$ cat src/rtl/testbasic18_sink.sv
// testbasic18 sink: sums write x, answers reads with the total. Writes take 1 cycle. A read holds the response until r_out_sync.
// A y=1 write withholds b_in_notify for HOLD_CYCLES cycles. Define TB18_SINK_SATURATE_EN to saturate the accumulator.
package testbasic18_pkg;
  typedef enum logic {MODE_READ = 1'b0, MODE_WRITE = 1'b1} mode_e;

  typedef struct packed {
    mode_e              mode;
    logic signed [31:0] x;
    logic               y;
  } compound_t;
endpackage

module testbasic18_sink
  import testbasic18_pkg::*;
#(
  parameter int HOLD_CYCLES = 2,
  parameter int COUNT_W     = 8
) (
  input  logic               clk,
  input  logic               rst,
  input  compound_t          b_in,
  input  logic               b_in_sync,
  output logic               b_in_notify,
  output logic signed [31:0] r_out,
  input  logic               r_out_sync,
  output logic               r_out_notify,
  output compound_t          m_out,
  output logic [COUNT_W-1:0] cnt_out
);

  localparam int HW = (HOLD_CYCLES > 0) ? $clog2(HOLD_CYCLES + 1) : 1;
  localparam logic [HW-1:0] HOLD_LOAD = HW'(HOLD_CYCLES);

  typedef enum logic [1:0] {ST_RECV, ST_RESP, ST_HOLD} state_e;

  state_e             state_q, state_d;
  logic [HW-1:0]      hold_q, hold_d;
  logic signed [31:0] acc_q, acc_d;
  logic signed [31:0] r_out_q, r_out_d;
  compound_t          m_out_q, m_out_d;
  logic [COUNT_W-1:0] cnt_q, cnt_d;

  logic               b_in_xfer;
  logic               r_out_xfer;
  logic signed [32:0] sum_wide;
  logic signed [31:0] acc_sum;

  assign b_in_xfer  = b_in_sync  && (state_q == ST_RECV);
  assign r_out_xfer = r_out_sync && (state_q == ST_RESP);

  // Sign-extended add so bits [32:31] expose overflow in either direction.
  always_comb begin
    sum_wide = {acc_q[31], acc_q} + {b_in.x[31], b_in.x};
    acc_sum  = sum_wide[31:0];
`ifdef TB18_SINK_SATURATE_EN
    if (sum_wide[32:31] == 2'b01) begin
      acc_sum = 32'sh7FFF_FFFF;
    end else if (sum_wide[32:31] == 2'b10) begin
      acc_sum = 32'sh8000_0000;
    end
`endif
  end

  always_comb begin
    state_d = state_q;
    hold_d  = hold_q;
    acc_d   = acc_q;
    r_out_d = r_out_q;
    m_out_d = m_out_q;
    cnt_d   = cnt_q;
    case (state_q)
      ST_RECV: begin
        if (b_in_xfer) begin
          cnt_d = cnt_q + COUNT_W'(1);
          if (b_in.mode == MODE_WRITE) begin
            acc_d   = acc_sum;
            m_out_d = b_in;
            if (b_in.y && (HOLD_CYCLES != 0)) begin
              state_d = ST_HOLD;
              hold_d  = HOLD_LOAD;
            end
          end else begin
            r_out_d = acc_q;
            if (b_in.y) begin
              acc_d = '0;
            end
            state_d = ST_RESP;
          end
        end
      end
      ST_RESP: begin
        if (r_out_xfer) begin
          state_d = ST_RECV;
        end
      end
      ST_HOLD: begin
        // Leaving at count 1 keeps notify low for exactly HOLD_CYCLES cycles.
        if (hold_q <= HW'(1)) begin
          state_d = ST_RECV;
        end else begin
          hold_d = hold_q - HW'(1);
        end
      end
      default: state_d = ST_RECV;
    endcase
  end

  always_ff @(posedge clk or posedge rst) begin
    if (rst) begin
      state_q <= ST_RECV;
      hold_q  <= '0;
      acc_q   <= '0;
      r_out_q <= '0;
      m_out_q <= '{mode: MODE_READ, x: 32'sd0, y: 1'b0};
      cnt_q   <= '0;
    end else begin
      state_q <= state_d;
      hold_q  <= hold_d;
      acc_q   <= acc_d;
      r_out_q <= r_out_d;
      m_out_q <= m_out_d;
      cnt_q   <= cnt_d;
    end
  end

  assign b_in_notify  = (state_q == ST_RECV);
  assign r_out_notify = (state_q == ST_RESP);
  assign r_out        = r_out_q;
  assign m_out        = m_out_q;
  assign cnt_out      = cnt_q;

endmodule

$ cat config.mk
export PLATFORM = sky130hd
export DESIGN_NAME = testbasic18_sink
export DESIGN_NICKNAME = d
export VERILOG_FILES = /design/src/rtl/testbasic18_sink.sv
export SDC_FILE = /design/constraint.sdc
export NUM_CORES = 1
export LEC_CHECK = 0
export ABC_AREA = 1
export CAP_MARGIN = 15
export CELL_PAD_IN_SITES_DETAIL_PLACEMENT = 0
export CELL_PAD_IN_SITES_GLOBAL_PLACEMENT = 1
export CORE_AREA = 2 2 141 143
export DETAILED_ROUTE_END_ITERATION = 10
export DIE_AREA = 0 0 143 145
export PLACE_DENSITY = 0.88
export SLEW_MARGIN = 40
export SYNTH_ARGS = -nofsm -noshare
export SYNTH_HDL_FRONTEND = slang
export SYNTH_SLANG_ARGS = --single-unit
$ cat constraint.sdc
create_clock -name clk -period 3.4 [get_ports clk]
set_input_delay 0.68 -clock clk [delete_from_list [all_inputs] [get_ports clk]]
set_output_delay 0.68 -clock clk [all_outputs]
set_load 0.05 [all_outputs]
==> results of run 1 <==
## placed cells by master (no fill, tap or decap), types with 6 or more instances in the layout
master	Yosys	routed
ha_1	33	33
o21ai_0	35	35
clkbuf_16	0	9
nand3_1	42	42
inv_1	152	151
o22ai_1	8	8
o21ai_1	8	8
mux2_4	11	11
clkdlybuf4s50_1	0	113
buf_4	1	6
nand2_1	384	384
xnor2_1	8	8
nor2_1	47	47
dfrtp_1	110	110
a21oi_1	25	25
## flip-flops by register name, indices dropped and copies added (netlist names)
signal and count:
cnt_out 8, r_out 32, hold_q 2, m_out 34, acc_q 32, state_q 2
## critical path, cell delays in order
cell and delay (ns):
clkdlybuf4s50_1 0.49, ha_1 0.24, inv_1 0.07, fa_1 0.39
inv_1 0.10, nand2_1 0.11, o21ai_4 0.17, nand2_1 0.08
nand3_1 0.15, nand2_1 0.10, nand2_1 0.06, nand2_1 0.05
nand3_1 0.07, o21ai_0 0.08
## power breakdown
part	internal [W]	total [W]	switching (W)	leakage, nW
sequential	0.00184	0.00219	0.000343	1.39
clock	0.000583	0.00112	0.000538	0.148
combinational	0.00159	0.00473	0.00314	3.00
total	0.00401	0.00804	0.00402	4.54
## cells by family (layout without fill, tap and decap cells)
kind of cell               after synthesis  after routing  synth area share (%)
DFF                                    110            110                  41.6
xor gates and xnor gates                13             13                  1.72
muxes                                   13             13                  2.84
adders and majority gates               34             34                  6.54
AOI/OAI and AO/OA                       83             83                  6.84
and+or+nand+nor                        494            494                  30.1
buffers and inverters                  173            293                  10.4
## routing by layer
metal / vias to the layer above / part of all wire [%] / global-route usage (%)
li1: 3050 / - / -
met1: 2559 / 50 / 24.4
met2: 96 / 44 / 27.6
met3: 17 / 3.5 / 2.44
met4: 0 / 1.7 / 5.94
met5: - / 0 / 0
## through the flow
stage,utilization (%),setup WS [ns]
after floorplan,-,1.21
after global placement,42.0,0.506
after detailed placement,42.0,0.441
after CTS,43.6,0.820
after global routing,43.7,0.598
final,43.7,0.812
## how the worst min path moves through the flow
stage,slack [ns],cells after the start,to,start
detailed placement,0.45,1,m_out[33]$_DFFE_PP0P_,m_out[33]$_DFFE_PP0P_
global placement,0.45,2,m_out[16]$_DFFE_PP0P_,m_out[16]$_DFFE_PP0P_
global route,0.49,1,m_out[33]$_DFFE_PP0P_,m_out[33]$_DFFE_PP0P_
CTS,0.47,1,m_out[33]$_DFFE_PP0P_,m_out[33]$_DFFE_PP0P_
finish,0.46,1,m_out[33]$_DFFE_PP0P_,m_out[33]$_DFFE_PP0P_
floorplan,0.46,1,hold_q[0]$_DFFE_PP0P_,hold_q[0]$_DFFE_PP0P_
## final cells by class
class | count | area, um^2 | area share, %
Clock buffer | 9 | 225 | 2.68
Clock inverter | 7 | 80.1 | 0.954
Inverter | 155 | 588 | 7.01
Multi-Input combinational cell | 637 | 3180 | 37.9
Sequential cell | 110 | 2750 | 32.8
Tap cell | 265 | 332 | 3.95
Timing Repair Buffer | 122 | 1240 | 14.7
==> impl_results.md, run 1 <==
* Setup TNS at 0 ns
* Top cell type's share of synthesized area at 41.6%
* Post-route cell area at 0.00839 mm^2
* Worst hold path class: reg -> reg
* CTS resizes at 0
* Via density at 4.38
* Synth area leader: dfrtp_1
* R2r setup slk at 1.26 ns
* Crit. End Element: flop
* Area delta synth->final at 26.8%
* Worst Setup EP: acc_q[20]$_DFFE_PP0P_
* Skew-Pair Late Insertion Delay at 0.36 ns
* Post-Syn Area at 0.00662 mm^2
* GPL Wtd Cong at 0.896
* DR vias at 5,722
* Slew Viols, Final at 0
* CTS tree: done
* Post-route insts no fill at 1,305
* Clock sink count at 110
* Ys flop type: dfrtp_1
* Longest Clk Path Bufs at 2
* Area after DPL at 0.00807 mm^2
* RSZ-0062 raised after global routing: no
* # rows at 51
* Die area at 0.0207 mm^2
* Initial antenna violation count at 0
* WHS at 0.464 ns
* Via count of the first global-routing pass at 5,535
* Worst setup path startpoint: b_in[1]
* Overall Power at 0.00804 W
* # fillers at 2,010
* Seq cells post-synth at 110
* Final Setup Violations at 0
* Setup CP Type: in -> reg
* Reg-to-Reg Start: acc_q[0]$_DFFE_PP0P_
* R2R Path End: acc_q[20]$_DFFE_PP0P_
* GRT overflow at 0
* DR pass1 iterations at 4
* Worst R2R Path Depth at 13
* Routed Antenna Nets at 0
* Initial Utilization at 34.5%
* Clock transition at path regs at 0.07 ns
* Most instantiated cells after synthesis: nand2_1 (384), inv_1 (152), dfrtp_1 (110)
* # H-tree levels at 3
* Worst slew pin tran at 0.612 ns
* Synth warn at 0
* Worst EP required at 3.64 ns
* First-pass GRT wire length at 28.5 mm
* GRT Total Usage at 17.4%
* Post-Syn Instances at 920
* Number of diodes at 0
* Leakage at 4.54 nW
* Synth top area cells: dfrtp_1 (42%), nand2_1 (22%), inv_1 (8.6%)
* Post-detail-place hpwl at 13.2 mm
* Fin crit period at 2.59 ns
* FFs w/ async S/R, synth at 100%
* Net Count, Synth at 992
* Drc violations at 0
* CTS root buf: clkbuf_16
* Cell Pwr Density at 958 mW/mm^2
* Startpoint Class: input port
* Share of cells above drive strength 1 at 5.38%
* Initial drt markers at 371
* # port buffers at 113
* Mapped Avg Cell Area at 7.20 um^2
* Final period util at 76.1%
* Register area share after synthesis at 41.6%
* Final Hold Viols at 0
* Number of distinct library cells after synthesis at 37
* Die Wd at 143 um
* Top Ports at 114
* Largest net degree at the start of global routing at 53
* Post-CTS Setup Bufs at 0
* Max Freq at 386 MHz
* Status: finished clean
* Crit path max fanout at 4
* Maximum vdd drop at 0.000280 V
* Data arrival, critical path at 2.83 ns
* EDFF count, synth at 0
* Layout Nets at 1,107
* Wirelength per Cell at 13.3 um
* Max-cap violations at 0
* Total wire length at 17.4 mm
* Num CTS Buffers at 9
* Inst Count DP at 1,288
* Top-count cell post-synth: nand2_1
* Headroom to the max-slew limit at 59.2%
* Clock Skew at 0.0105 ns
* Core Region at 0.0192 mm^2
* Post-CTS Hold Fix Bufs at 0
* Chip height at 145 um
No activity file was read; power rests on OpenSTA's default activity.
==> inputs of run 2 (changes only) <==
Settings changed: CORE_AREA 2 2 141 143 to 2 2 134 136, DIE_AREA 0 0 143 145 to 0 0 136 138, PLACE_DENSITY 0.88 to 0.92.
Clock period 3.4 ns to 2.7 ns, I/O delays scaled along.
==> run 2 against run 1 <==
Net effect: worst hold slack got worse by 0.038 ns; clock power increased by 26%; first-iteration DRC count decreased by 4.0%; register-to-register slack got worse by 0.57 ns; flip-flop and latch count unchanged; sequential power increased by 26%; core utilization increased by 4.2 points; via count increased by 2.1%; power increased by 26%; die area decreased by 9.5%; cell area about the same.
==> impl_results.md, run 2 (synthesized netlist as in run 1, its figures left out) <==
* Final period util at 85.9%
* # rows at 49
* Longest Clk Path Bufs at 2
* Core Region at 0.0175 mm^2
* Post-route insts no fill at 1,273
* Setup WS pre-CTS at 0.000893 ns
* Drc violations at 0
* Post-detail-place hpwl at 12.7 mm
* DR vias at 5,842
* Share of cells above drive strength 1 at 5.75%
* Clock share of power at 13.9%
* Chip height at 138 um
* Max-cap violations at 0
* Worst-path cell chain: clkdlybuf4s50_1 > ha_1 > inv_1 > fa_1 > inv_1 > nand2_1 > o21ai_4 > nand2_1 > nand2_1 > nand2_1 > nand3_1 > nand2_1 > nand3_1 > nand2_1
* R2r setup slk at 0.69 ns
* Top Ports at 114
* Max reg flops at 34
* Register share of total power at 27.2%
* Gate power share at 59.0%
* Worst hold path class: in -> async
* Worst EP required at 2.96 ns
* Die area at 0.0188 mm^2
* Skew-Pair Late Insertion Delay at 0.37 ns
* GRT Total Usage at 18.7%
* Area delta synth->final at 26.7%
* CTS resizes at 0
* Leakage at 4.56 nW
* Setup TNS at 0 ns
* Area after DPL at 0.00808 mm^2
* Initial Utilization at 37.8%
* Utilization after layout at 47.8%
* DR pass1 iterations at 5
* GRT overflow at 0
* Post-CTS Setup Bufs at 0
* Crit. End Element: flop
* Setup CP Type: in -> reg
* Fin crit period at 2.32 ns
* Final worst slack at 0.380 ns
* Via count of the first global-routing pass at 5,550
* Clock transition at path regs at 0.07 ns
* Total wire length at 17.0 mm
* Net switching power at 0.00506 W
* Post-CTS Hold Fix Bufs at 0
* Worst slew pin tran at 0.539 ns
* Clock sink count at 110
* Number of diodes at 0
* Num CTS Buffers at 9
* Max Freq at 431 MHz
* Data arrival, critical path at 2.58 ns
* Maximum vdd drop at 0.000580 V
* P_int at 0.00509 W
* Layout Nets at 1,111
* Slew Viols, Final at 0
* RSZ-0062 raised after global routing: no
* Commonest non-fill, non-tap cells in the layout: nand2_1 (384), inv_1 (151), clkdlybuf4s50_1 (113)
* Multi-input logic area at 0.00318 mm^2
* Status: finished clean
* Largest net degree at the start of global routing at 71
* Crit path max-delay family: simple AND/OR/NAND/NOR gates
* CP max stage delay at 0.48 ns
* Die Wd at 136 um
* Switching part of the total at 49.8%
* Crit path max fanout at 3
* Cell Pwr Density at 1210 mW/mm^2
* Routed Antenna Nets at 0
* Wirelength per Cell at 13.3 um
* Final Hold Viols at 0
* # fillers at 1,796
* Inst Count DP at 1,257
* # port buffers at 113
* Headroom to the max-slew limit at 64.0%
* Post-route cell area at 0.00839 mm^2
* Final Setup Violations at 0
* Startpoint Class: input port
* First-pass GRT wire length at 27.9 mm
* Initial antenna violation count at 0
* CTS root buf: clkbuf_16
* Clock Skew at 0.0129 ns
* Most common cell after layout, fill and taps aside: nand2_1
* GPL Wtd Cong at 0.953
* Via density at 4.59
* CP Buf/Inv Count at 3
* Sequential cell area at 0.00275 mm^2
* Worst path most repeated cell: nand2_1
* Critical Path Slowest Stage Cell: clkdlybuf4s50_1
* # H-tree levels at 3
* Initial drt markers at 356
* CTS tree: done
[run 2: routing by layer]
layer | GRT usage, % | wire length [um] | up-vias | part of all wire, %
met4 | 5.32 | 281 | 0 | 1.7
met1 | 26.4 | 8260 | 2617 | 49
li1 | - | - | 3064 | -
met2 | 29.0 | 7580 | 139 | 45
met5 | 0 | 0 | - | 0
met3 | 3.92 | 850 | 22 | 5.0
[run 2: power by group through the flow]
stage | combinational [W] | sequential [W] | clock [W]
finish | 0.00598 | 0.00275 | 0.00141
global route | 0.00655 | 0.00285 | 0.00151
CTS | 0.00600 | 0.00276 | 0.00145
detailed placement | 0.00597 | 0.00279 | 0
global placement | 0.00593 | 0.00277 | 0
floorplan | 0.00267 | 0.00425 | 0
[run 2: metrics by stage]
step	power (W)	hold slack (ns)
after floorplan	0.00692	0.464
after global placement	0.00869	0.452
after detailed placement	0.00876	0.458
after CTS	0.0102	0.416
after global routing	0.0109	0.416
final	0.0101	0.426
[run 2: final cells by class]
class / count / share of cell area, %
Timing Repair Buffer: 126 / 15.2
Clock inverter: 7 / 0.955
Tap cell: 229 / 3.42
Sequential cell: 110 / 32.8
Inverter: 155 / 7.01
Clock buffer: 9 / 2.68
Multi-Input combinational cell: 637 / 37.9
[run 2: worst paths after layout]
kind,cells after the start,start,endpoint
max,14,b_in[1],acc_q[24]$_DFFE_PP0P_
min,2,rst,m_out[33]$_DFFE_PP0P_
max reg2reg,13,acc_q[0]$_DFFE_PP0P_,acc_q[24]$_DFFE_PP0P_
min reg2reg,1,cnt_out[7]$_DFFE_PP0P_,cnt_out[7]$_DFFE_PP0P_
max in group asynchronous,3,rst,acc_q[20]$_DFFE_PP0P_
min in group clk,1,cnt_out[7]$_DFFE_PP0P_,cnt_out[7]$_DFFE_PP0P_
